File: src/rtl/hash_feat_fetch.sv
// ---------------------------------------------------------------------------
// hash_feat_fetch
//
// Fetches the eight feature-table entries addressed by one set of hashed
// corner indices. A request carries eight hash indices and a level base
// address. Each corner address is base_addr + hash_idx[k], truncated to
// ADDR_WIDTH bits. The block issues the eight SRAM reads back to back,
// collects the returned entries into feat[0:7] and presents them as one
// result.
//
// Ports
//   clk, rst          single clock, synchronous active-high reset
//   in_valid/in_ready request handshake (in_ready only while idle)
//   hash_idx[0:7]     hashed corner indices, DATA_SIZE bits each
//   base_addr         level base address in the shared table
//   mem_rd_en/addr    SRAM read request (addr forced to 0 when not reading)
//   mem_rd_data       SRAM read data, valid RD_LAT cycles after mem_rd_en
//   out_valid/ready   result handshake
//   feat[0:7]         fetched entries, feat[k] belongs to hash_idx[k]
//   dbg_state         current FSM state (0 IDLE, 1 ISSUE, 2 DRAIN, 3 OUT)
//
// Handshake rule, for both the request and the result side: a transfer
// happens on a rising edge where valid && ready are both 1. The sender holds
// valid and its data stable until that edge. The receiver may drive ready
// without waiting for valid. The block never raises in_ready in the same
// cycle as an output transfer, so one request is in flight at a time.
//
// Timing, counting the accept cycle as 0: reads issue in cycles 1..8. The
// last entry returns in cycle 8+RD_LAT. out_valid rises in cycle 9+RD_LAT.
// RD_LAT must be in the range 1..4.
// ---------------------------------------------------------------------------
module hash_feat_fetch #(
    parameter int DATA_SIZE  = 32,
    parameter int ADDR_WIDTH = 19,
    parameter int FEAT_WIDTH = 16,
    parameter int N_FEAT     = 2,
    parameter int RD_LAT     = 1
) (
    input  logic                           clk,
    input  logic                           rst,
    input  logic                           in_valid,
    output logic                           in_ready,
    input  logic [DATA_SIZE-1:0]           hash_idx [0:7],
    input  logic [ADDR_WIDTH-1:0]          base_addr,
    output logic                           mem_rd_en,
    output logic [ADDR_WIDTH-1:0]          mem_rd_addr,
    input  logic [N_FEAT*FEAT_WIDTH-1:0]   mem_rd_data,
    output logic                           out_valid,
    input  logic                           out_ready,
    output logic [N_FEAT*FEAT_WIDTH-1:0]   feat [0:7],
    output logic [1:0]                     dbg_state
);

    localparam int EW = N_FEAT * FEAT_WIDTH;

    typedef enum logic [1:0] {
        S_IDLE  = 2'd0,
        S_ISSUE = 2'd1,
        S_DRAIN = 2'd2,
        S_OUT   = 2'd3
    } state_t;

    state_t                  r_state;
    state_t                  w_next;

    logic [ADDR_WIDTH-1:0]   r_base;
    logic [ADDR_WIDTH-1:0]   r_idx [0:7];
    logic [2:0]              r_issue_k;
    logic [EW-1:0]           r_feat [0:7];

    // Tag pipe: one stage per cycle of read latency. Each stage records
    // whether a read was issued and which corner it was for. The oldest
    // stage therefore lines up exactly with the cycle its data arrives.
    logic                    r_tag_vld [RD_LAT];
    logic [2:0]              r_tag     [RD_LAT];

    logic                    w_accept;
    logic                    w_cap_vld;
    logic [2:0]              w_cap_tag;
    logic                    w_last_cap;

    // Only the low ADDR_WIDTH bits of each index are part of the address.
    // The upper bits are folded here so the unused inputs stay visible.
    logic [7:0]              w_unused_idx_hi;

    always_comb begin
        for (int k = 0; k < 8; k++) begin
            w_unused_idx_hi[k] = ^hash_idx[k];
        end
    end

    assign w_accept   = in_valid && (r_state == S_IDLE);
    assign w_cap_vld  = r_tag_vld[RD_LAT-1];
    assign w_cap_tag  = r_tag[RD_LAT-1];
    // Returns come back in issue order, so corner 7 is always the last one.
    assign w_last_cap = w_cap_vld && (w_cap_tag == 3'd7);

    // ------------------------------------------------------------------
    // FSM: state register
    // ------------------------------------------------------------------
    always_ff @(posedge clk) begin
        if (rst) begin
            r_state <= S_IDLE;
        end else begin
            r_state <= w_next;
        end
    end

    // ------------------------------------------------------------------
    // FSM: next-state logic
    // ------------------------------------------------------------------
    always_comb begin
        w_next = r_state;
        case (r_state)
            S_IDLE:  if (in_valid)             w_next = S_ISSUE;
            S_ISSUE: if (r_issue_k == 3'd7)    w_next = S_DRAIN;
            S_DRAIN: if (w_last_cap)           w_next = S_OUT;
            S_OUT:   if (out_ready)            w_next = S_IDLE;
            default:                           w_next = S_IDLE;
        endcase
    end

    // ------------------------------------------------------------------
    // FSM: outputs
    // ------------------------------------------------------------------
    always_comb begin
        in_ready    = 1'b0;
        out_valid   = 1'b0;
        mem_rd_en   = 1'b0;
        mem_rd_addr = '0;
        dbg_state   = r_state;
        case (r_state)
            S_IDLE:  in_ready = 1'b1;
            S_ISSUE: begin
                mem_rd_en   = 1'b1;
                // Carry out of the top address bit is dropped on purpose.
                mem_rd_addr = r_base + r_idx[r_issue_k];
            end
            S_OUT:   out_valid = 1'b1;
            default: ;
        endcase
    end

    // ------------------------------------------------------------------
    // Datapath: request registers, issue counter, tag pipe, result capture
    // ------------------------------------------------------------------
    always_ff @(posedge clk) begin
        if (rst) begin
            r_base    <= '0;
            r_issue_k <= '0;
            for (int k = 0; k < 8; k++) begin
                r_idx[k]  <= '0;
                r_feat[k] <= '0;
            end
            for (int i = 0; i < RD_LAT; i++) begin
                r_tag_vld[i] <= 1'b0;
                r_tag[i]     <= '0;
            end
        end else begin
            if (w_accept) begin
                r_base    <= base_addr;
                r_issue_k <= '0;
                for (int k = 0; k < 8; k++) begin
                    r_idx[k] <= hash_idx[k][ADDR_WIDTH-1:0];
                end
            end else if (r_state == S_ISSUE) begin
                r_issue_k <= r_issue_k + 3'd1;
            end

            r_tag_vld[0] <= mem_rd_en;
            r_tag[0]     <= r_issue_k;
            for (int i = 1; i < RD_LAT; i++) begin
                r_tag_vld[i] <= r_tag_vld[i-1];
                r_tag[i]     <= r_tag[i-1];
            end

            if (w_cap_vld) begin
                r_feat[w_cap_tag] <= mem_rd_data;
            end
        end
    end

    always_comb begin
        for (int k = 0; k < 8; k++) begin
            feat[k] = r_feat[k];
        end
    end

endmodule

File: config.mk
export PLATFORM = sky130hd
export DESIGN_NAME = hash_feat_fetch
export DESIGN_NICKNAME = d
export VERILOG_FILES = /design/src/rtl/hash_feat_fetch.sv
export SDC_FILE = /design/constraint.sdc
export NUM_CORES = 1
export LEC_CHECK = 0
export CAP_MARGIN = 5
export CORE_MARGIN = 2
export CORE_UTILIZATION = 30
export DETAILED_ROUTE_END_ITERATION = 12
export PLACE_DENSITY_LB_ADDON = 0.08
export SLEW_MARGIN = 0
export SYNTH_ARGS = -nofsm -noshare
export SYNTH_HDL_FRONTEND = slang
export SYNTH_SLANG_ARGS = --single-unit
File: constraint.sdc
create_clock -name clk -period 8.6 [get_ports clk]
set_clock_uncertainty 0.1 [all_clocks]
set_input_delay 1.72 -clock clk [delete_from_list [all_inputs] [get_ports clk]]
set_output_delay 1.72 -clock clk [all_outputs]
set_load 0.05 [all_outputs]
-- After elaboration in Yosys (flattened, before gate mapping)
Memory sizes are Yosys's and may differ from the RTL's. A register that Yosys moved wholly into a read port is not among the register bits.
Index checks and enable logic that the tools add are counted.
- word-level logic and storage cells: 69
- bits of input ports: 311
- output and inout bits: 280
- memories kept: 4
- RAM bits: 412
- register bits after elaboration: 24
- memories (memory ; words ; width ; read ports ; clocked after memory_dff ; write ports ; RTL line ; text):
    r_feat ; 8 ; 32 ; 8 ; 0 ; 8 ; 69 ; logic [EW-1:0] r_feat [0:7];
    r_idx ; 8 ; 19 ; 1 ; 1 ; 8 ; 67 ; logic [ADDR_WIDTH-1:0] r_idx [0:7];
    r_tag ; 1 ; 3 ; 1 ; 0 ; 1 ; 75 ; logic [2:0] r_tag [RD_LAT];
    r_tag_vld ; 1 ; 1 ; 1 ; 0 ; 1 ; 74 ; logic r_tag_vld [RD_LAT];
- equal/unequal tests: 9
- add/sub/neg operators: 2
- bitwise logic cells: 8
- reduce and logical (&&, ||, !) cells: 8
- mux-type cells: 35
- operators with widths (kind ; number):
    two-way mux 19 bit ; 9
    two-way mux 32 bit ; 1
    OR reduction 32 bit ; 1
    adder 19 bit ; 1
    two-way mux 1 bit ; 16
    two-way mux 3 bit ; 4
    two-way mux 2 bit ; 4
    inequality test 2 bit, second input constant ; 4
    bitwise OR 1 bit ; 8
    one-hot mux 2 bit (4 select lines) ; 1
    equality test 3 bit, second input constant ; 2
    equality test 2 bit, second input constant ; 2
    AND reduction 4 bit ; 1
    adder 3 x 1 -> 3 bit, second input constant ; 1
    OR reduction 3 bit ; 1
    equality test 2 x 1 -> 1 bit, second input constant ; 1
    logical AND 1 bit ; 2
    logical NOT 2 bit ; 1
    OR reduction 2 bit ; 1
    OR reduction 1 bit ; 1

-- Depth between registers and ports, before layout
Gate-level depths: netlist of the first run.
- word-level depth: 6
- mapped depth: 12
- gate-level depth less buffers: 10

-- Worst setup path before layout of the first run
No wires, ideal clock.
- path type: reg2out
- start: reg with a tool-made name
- end: out mem_rd_addr[18]
- path buffers: 2
- required time: 6.780 ns
- setup slack: 2.717 ns
- arrival time: 4.063 ns
- stages on the path, launching flop included: 13
- path through: dfxtp_1 > buf_4 > buf_2 > mux4_2 > mux2_2 > ha_1 > fa_1 > a211oi_1 > o21ai_1 > o2111ai_1 > a21oi_1 > or3_1 > a21oi_1
- RTL lines (what ; RTL line ; text):
    end: declaration ; 46 ; output logic [ADDR_WIDTH-1:0] mem_rd_addr,

==> results of run 1 <==
cells by family (layout without fill, tap and decap cells):
| family | Yosys count | after routing | share of synthesized area [%] |
|---|---|---|---|
| multiplexers | 63 | 63 | 6.19 |
| AO/OA/AOI/OAI | 75 | 75 | 3.11 |
| buffers and inverters | 68 | 599 | 1.46 |
| other | 0 | 2 | 0 |
| XOR/XNOR | 14 | 14 | 0.672 |
| AND/OR/NAND/NOR | 489 | 489 | 16.2 |
| flip-flops | 439 | 439 | 70.6 |
| adder cells (fa/ha/maj) | 25 | 25 | 1.76 |
final cells by class:
| cell class | instances | area (um^2) |
|---|---|---|
| Sequential cell | 439 | 12900 |
| Antenna cell | 2 | 5.00 |
| Multi-Input combinational cell | 666 | 5140 |
| Clock inverter | 29 | 191 |
| Fill cell | 5535 | 34800 |
| Clock buffer | 62 | 1270 |
| Inverter | 7 | 31.3 |
| Tap cell | 782 | 978 |
| Timing Repair Buffer | 501 | 4970 |
stage by stage:
stage          hold slack [ns]  cells  power, mW
2_1_floorplan            0.356   1173       3.74
3_3_place_gp             0.372   2395       4.31
3_5_place_dp             0.374   2395       4.32
4_1_cts                  0.388   2486       6.30
5_1_grt                  0.396   2487       6.47
6_report                 0.384   2488       6.20
power by group through the flow:
stage               Combinational [mW]  Sequential [mW]  Clock [mW]
finish                            1.50             2.74        1.95
detailed placement                1.52             2.80           0
CTS                               1.53             2.75        2.01
floorplan                        0.766             2.97           0
global route                      1.61             2.78        2.08
global placement                  1.52             2.79           0
path summary, 6_finish.rpt:
kind	start	end	slack (ns)	cells past startpoint
setup / recovery	flop	mem_rd_addr[18]	1.49	11
hold / removal	r_issue_k[1]$_SDFFE_PP0P_	r_tag[0][1]$_SDFF_PP0_	0.38	1
setup reg to reg	dbg_state[0]$_SDFFE_PP0P_	r_idx[7][8]$_SDFFCE_PP0P_	5.63	6
hold reg to reg	r_issue_k[1]$_SDFFE_PP0P_	r_tag[0][1]$_SDFF_PP0_	0.38	1
critical path, stage by stage (launching register included):
cell	delay [ns]
dfxtp_4	0.74
buf_4	0.41
mux4_2	0.60
mux2_2	0.29
ha_1	0.35
and3_4	0.24
and3b_1	0.19
a2111oi_4	0.31
a21oi_1	0.14
or3_1	0.36
a21oi_1	0.14
clkdlybuf4s50_1	0.90
sequential cells by signal, indices dropped and copies added (netlist names), named ones only:
register / count
r_feat: 256
r_idx: 152
r_base: 19
r_issue_k: 3
r_tag: 3
dbg_state: 2
r_tag_vld: 1
cells in the mapped netlist (3+ instances only):
master	instances
a21o_1	11
inv_1	7
nand2b_1	7
nor2b_1	41
nand4_1	3
o211ai_1	3
xor2_1	6
a22o_1	19
dfxtp_1	31
buf_2	6
mux2_2	18
xnor2_1	8
o21ai_0	7
nor3_1	4
or2_2	8
a21oi_1	14
clkbuf_1	52
nor2_1	29
ha_1	24
and2_1	374
a31oi_1	3
mux2i_1	7
nand2_1	15
mux4_2	38
edfxtp_1	408
layout by cell type, fill, tap and decap left out, drive strengths merged, types with 2 or more instances in the layout:
| master | n |
|---|---|
| and2 | 374 |
| xor2 | 6 |
| xnor2 | 8 |
| mux2 | 18 |
| nor2b | 41 |
| clkdlybuf4s50 | 485 |
| o211ai | 3 |
| mux2i | 7 |
| nor2 | 29 |
| a21boi | 2 |
| a22o | 19 |
| nand2b | 7 |
| dfxtp | 31 |
| a21o | 12 |
| edfxtp | 408 |
| ha | 24 |
| clkinv | 25 |
| buf | 16 |
| nand4 | 3 |
| nand2 | 15 |
| a21oi | 15 |
| nor3 | 5 |
| o21ai | 8 |
| mux4 | 38 |
| clkbuf | 62 |
| or2 | 8 |
| diode | 2 |
| a41oi | 2 |
| and3 | 3 |
| a31oi | 3 |
| inv | 9 |
per-layer routing:
layer | track usage (%) | wire, um | vias up
met3 | 5.56 | 4280 | 90
met5 | 0 | 57 | -
met1 | 21.3 | 22600 | 5501
met4 | 5.70 | 1640 | 8
met2 | 30.0 | 27400 | 408
li1 | - | - | 5225
==> results.txt, run 1 <==
The run finished with clean final reports. The first-pass detailed-route iteration total is 5. The number of resized instances in the post-cts repair step came out at 0. The final critical-path setup slack came out at about 1.5 ns. The post-synthesis async set-or-reset flop share is 0%. The normalized max-slew margin is about 30%.

Combinational logic burns between 20 and 25% of the power. Each instance of the synthesized netlist takes up on average 15.5 um^2. The total grt overflow came out at 0. The arrival time of the worst setup path came out at roughly 5.3 ns. The fraction of layout instances using a drive strength above 1 is under 10%. The routability congestion estimate is between 0.7 and 0.8. The worst setup path is launched from a flop.

The worst setup path is captured at a primary output. The maximum number of pins on one net before global-route repair is 100. The clock drives roughly 440 sinks.

The die boundary width is 251 um. In this run, post-CTS hold repair placed 0 buffers. The critical path is of the reg2out type. Sequential elements use a little over two thirds of the synthesized area. The synthesized design contains between 400 and 500 enable-type register cells. The area of the die came out at roughly 63000 um^2. The initial antenna violation count came to 7. The count of synthesis-stage warnings from yosys came out at 0. Clock tree synthesis selected as its root buffer the cell clkbuf_16.

The H-tree depth came out at 2. The detailed placer's ending HPWL came out at 39100 um. The summed area of non-filler cells in the final layout is around 25000 um^2. In this run, synthesis produced a sequential element count of ~440. The power per cell area came out at around 240 nW/um^2. The total wire length is between 50000 and 60000 um. The via count of the first global-routing pass came to about 12000. The total internal power came out at between 4 and 5 mW. The setup TNS after final layout came out at 0 ns. The TritonCTS buffer count came out at around 50. The reported net switching power is approximately 1.9 mW. In this run the cell area measured after placement is between 20000 and 25000 um^2. The post-synthesis instance total came out at approximately 1200.

The number of antenna-violating nets in the routed design is 0. Net switching is a little under a third of the power. Along the worst path, the maximum fanout reaches 26.

The via count of the routed design came out at 11200. At the end of the flow the core is filled with cells to 42.3%. The per-cell routed wire length is about 23 um. The clock transition at the registers of the reported paths is ~0.060 ns. During I/O placement, the number of pins put on the boundary was between 500 and 600. The final clock period utilization by the worst path came out at roughly 83%. Setup violations remaining at the end of the flow were counted as 0. The placeable core region came out at approximately 60000 um^2. The net count of the finished layout is 2000. In this run the post-CTS setup repair buffer count came out at 0.

Summed over all instances, the cell type with the most area after synthesis is edfxtp_1. Among all flip-flop cells after synthesis, the most frequent one is edfxtp_1. Setup repair after global routing left no endpoint under its margin.

The insertion delay of the later-clocked pin in the worst-skew pair came out at between 0.5 and 0.6 ns. The clock tree buffer depth came out at 3. The number of design rule violations left after detail routing came out at 0. Ranked by total cell area, the synthesized netlist is headed by edfxtp_1 67%, and2_1 13%, mux4_2 4.7%, dfxtp_1 3.4%, ha_1 1.6%. The final max-slew violation count is 0. The initialized floorplan defines 90 standard-cell rows.

The count of input and output buffers came out at between 400 and 500. The clock network power share came out at 31.5%. The effective utilization at floorplan came out at between 30% and 40%. TritonCTS built the clock tree.

The area added between synthesis and finish is 39.7%. The maximum frequency from static timing analysis came out at around 140 MHz. The number of violations reported at the end of detailed-routing iteration 0 is slightly above 500. The worst voltage drop across the vdd grid came out at between 0.1 and 0.15 mV. The number of hold violations in the final report is 0. The share of the synthesized area in the top cell type came out at between 60% and 70%. The critical path required time is 6.78 ns.

Global routing used 17.7% of the available tracks across all layers. Before CTS, the worst setup slack after placement is approximately 2 ns. The sequential cell fraction of total power came out at between 40 and 50%. The min-delay analysis places its worst path in the category reg2reg. The shortest clock period the worst path allows after layout came out at just over 7 ns. The global-route wire length before repair is a little over 80000 um. The number of library cell types mapped by synthesis is 51. The via count normalized by instance count is between 4 and 5.

In this run the cell area of the synthesized design comes to 18200 um^2. Synthesis produced a netlist with a net count of between 1500 and 2000. For the pin with the worst max-slew slack, the measured transition is roughly 1.1 ns. Across the run, the number of max-cap violations was 0.

The leakage dissipation came out at around 9.4 nW. The height of the chip is roughly 250 um.
Note: power is estimated with default switching activity, not from simulation.
==> run 2, diff against run 1 <==
==> constraint.sdc (replaced) <==
create_clock -name clk -period 6.1 [get_ports clk]
set_clock_uncertainty 0.1 [all_clocks]
set_input_delay 1.22 -clock clk [delete_from_list [all_inputs] [get_ports clk]]
set_output_delay 1.22 -clock clk [all_outputs]
set_load 0.05 [all_outputs]
==> run 2 against run 1 <==
Net effect:
- register-to-register slack got worse by 2.3 ns
- worst setup slack worse by 1.1 ns
- non-clock buffer count up 4
- critical endpoint unchanged
- largest cell class unchanged
- highest routed layer unchanged
==> results.txt, run 2 (synthesis gave the netlist of run 1 again) <==
The fraction of layout instances using a drive strength above 1 came out at 10.6% (was 9.80%). The final count of negative-setup-slack endpoints is 0 (unchanged). The flip-flop count of the largest register, all copies and words added is 256 (unchanged). The kind of critical path is reg2out (unchanged). Highest-count cells in the layout ignoring fill and taps: 474 x clkdlybuf4s50_1, 408 x edfxtp_1, 374 x and2_1 (was 485 x clkdlybuf4s50_1, 408 x edfxtp_1, 374 x and2_1). The number of violations reported at the end of detailed-routing iteration 0 is 576 (was 504). The initial antenna violation count came to 7 (unchanged). The placeable core region is 60200 um^2 (unchanged). The clock transition at the registers of the reported paths was 0.06 ns (about the same).

The H-tree depth came out at 2 (unchanged). The arrival time of the worst setup path came out at 4.43 ns (was 5.29 ns). The max-cap check violation count was 0 (unchanged).

The critical path required time came out at 4.78 ns (was 6.78 ns). The top-level I/O count is 591 (unchanged). The number of nets in the layout is 2004 (was 2000). The maximum number of pins on one net before global-route repair is 94 (was 100). The via count normalized by instance count came to 4.47 (was 4.51). The total grt overflow is 0 (unchanged).

The per-cell routed wire length came to 22.3 um (was 22.5 um). The setup TNS after final layout is 0 ns (unchanged). The root buffer selected by CTS is clkbuf_16 (unchanged). The final clock period utilization by the worst path came out at a little over nine tenths.

The maximum frequency from static timing analysis is 174 MHz. The detailed placer's ending HPWL came out at 39400 um (was 39100 um). The height of the chip came out at 251 um (unchanged). The number of diodes added for antenna fixing came out at 0 (was 2). The number of hold violations in the final report came out at 0 (unchanged).

The first-pass detailed-route iteration total came out at 6 (was 5). The transition time at the pin with the least slew margin came to 1.05 ns (was 1.06 ns). The total number of clock tree sinks came to 439 (unchanged).

The number of standard-cell rows in the floorplan is 90 (unchanged). The effective utilization at floorplan was 30.3% (unchanged). The overall power of the completed layout was 8.83 mW (was 6.20 mW). The clock tree buffer depth came out at 3 (unchanged). The maximum fanout along the worst path is 14 (was 26). The via count of the routed design came out at 11100 (was 11200).

The post-cts hold buffer count was 0 (unchanged). The global routing usage summed across all routing layers came out at 17.4% (was 17.7%). The global-route wire length before repair came to 79200 um (was 80500 um). The count of input and output buffers is 486 (unchanged). The power per cell area was 346 nW/um^2 (was 243 nW/um^2). The path type of the worst min-delay path is reg2reg (unchanged). The area of combinational cells with multiple inputs was 5140 um^2 (unchanged). The TritonCTS buffer count came out at 49 (unchanged).

The clock tree from TritonCTS is yes (unchanged). The area of the die came out at 62800 um^2 (unchanged). The normalized max-slew margin is 29.7% (was 29.5%).

The insertion delay of the later-clocked pin in the worst-skew pair came out at 0.57 ns (was 0.58 ns). The shortest clock period the worst path allows after layout came out at between 5 and 6 ns. The largest register by flop count is r_feat (unchanged). The total wire length is 55500 um (was 56000 um).

The number of buffers inserted to repair setup after CTS was 0 (unchanged). The area added between synthesis and finish came to 40.2% (was 39.7%). The number of inserted filler cells in the final layout came out at 5497 (was 5535).

The number of design rule violations left after detail routing is 0 (unchanged). RSZ-0062 raised after global routing: false (unchanged). The commonest non-fill, non-tap cell in the layout is clkdlybuf4s50_1 (unchanged). The leakage dissipation is 9.46 nW (was 9.40 nW). The routability congestion estimate is 0.768 (was 0.782). The via count of the first global-routing pass is 11400 (was 11600). The startpoint type of the worst setup path is a flop (unchanged). The final max-slew violation count came out at 0 (unchanged). The die boundary width was 251 um (unchanged). The worst voltage drop across the vdd grid is 0.186 mV (was 0.144 mV). The number of resized instances in the post-cts repair step came out at 0 (unchanged). Registers with the most flip-flops: r_feat (256), r_idx (152), r_base (19) (unchanged).

The number of antenna-violating nets in the routed design came out at 0 (unchanged). Result of the run: complete, no violations (unchanged). The nature of the critical path endpoint is a primary output (unchanged). The footprint of the flip-flops and latches came out at 12900 um^2 (unchanged).
[run 2: final timing paths]
path	start	cells past startpoint	end	slack [ns]
max reg2reg	dbg_state[0]$_SDFFE_PP0P_	6	r_idx[5][13]$_SDFFCE_PN0P_	3.35
min	r_issue_k[1]$_SDFFE_PP0P_	1	r_tag[0][1]$_SDFF_PP0_	0.38
max	flop	11	mem_rd_addr[18]	0.35
min reg2reg	r_issue_k[1]$_SDFFE_PP0P_	1	r_tag[0][1]$_SDFF_PP0_	0.38
[run 2: critical path, stage by stage (launching register included)]
cell       delay (ns)
dfxtp_4          0.53
buf_4            0.37
mux4_2           0.60
mux2_2           0.29
ha_1             0.35
and3_4           0.24
and3b_1          0.19
a2111oi_4        0.31
a21oi_1          0.14
or3_1            0.36
a21oi_1          0.26
buf_12           0.19
[run 2: report_power, final]
part | switching [mW] | total (mW) | internal [mW]
clock network | 1.22 | 2.82 | 1.61
registers | 0.129 | 3.85 | 3.72
logic | 1.32 | 2.16 | 0.835
total | 2.67 | 8.83 | 6.16
[run 2: layout make-up]
type	instances	area share (%)
Inverter	7	0.122
Sequential cell	439	50.4
Clock inverter	26	0.871
Tap cell	782	3.83
Clock buffer	63	5.00
Timing Repair Buffer	505	19.7
Multi-Input combinational cell	666	20.1
[run 2: layer usage]
metal,share of wire [%],track usage (%)
met1,41,20.9
met2,50,30.2
met3,6.9,5.25
met4,2.3,4.77
met5,0.12,0
[run 2: through the flow]
step                hold slack (ns)  instance area, um^2  worst slack (ns)  utilization [%]  std cells
finish                        0.385                25600             0.351             42.4       2488
global route                  0.405                25600             0.124             42.4       2488
CTS                           0.385                25500            0.0556             42.4       2487
detailed placement            0.374                24000             0.703             39.9       2398
floorplan                     0.356                18200             0.717                -       1173
global placement              0.370                24000             0.699             39.9       2398
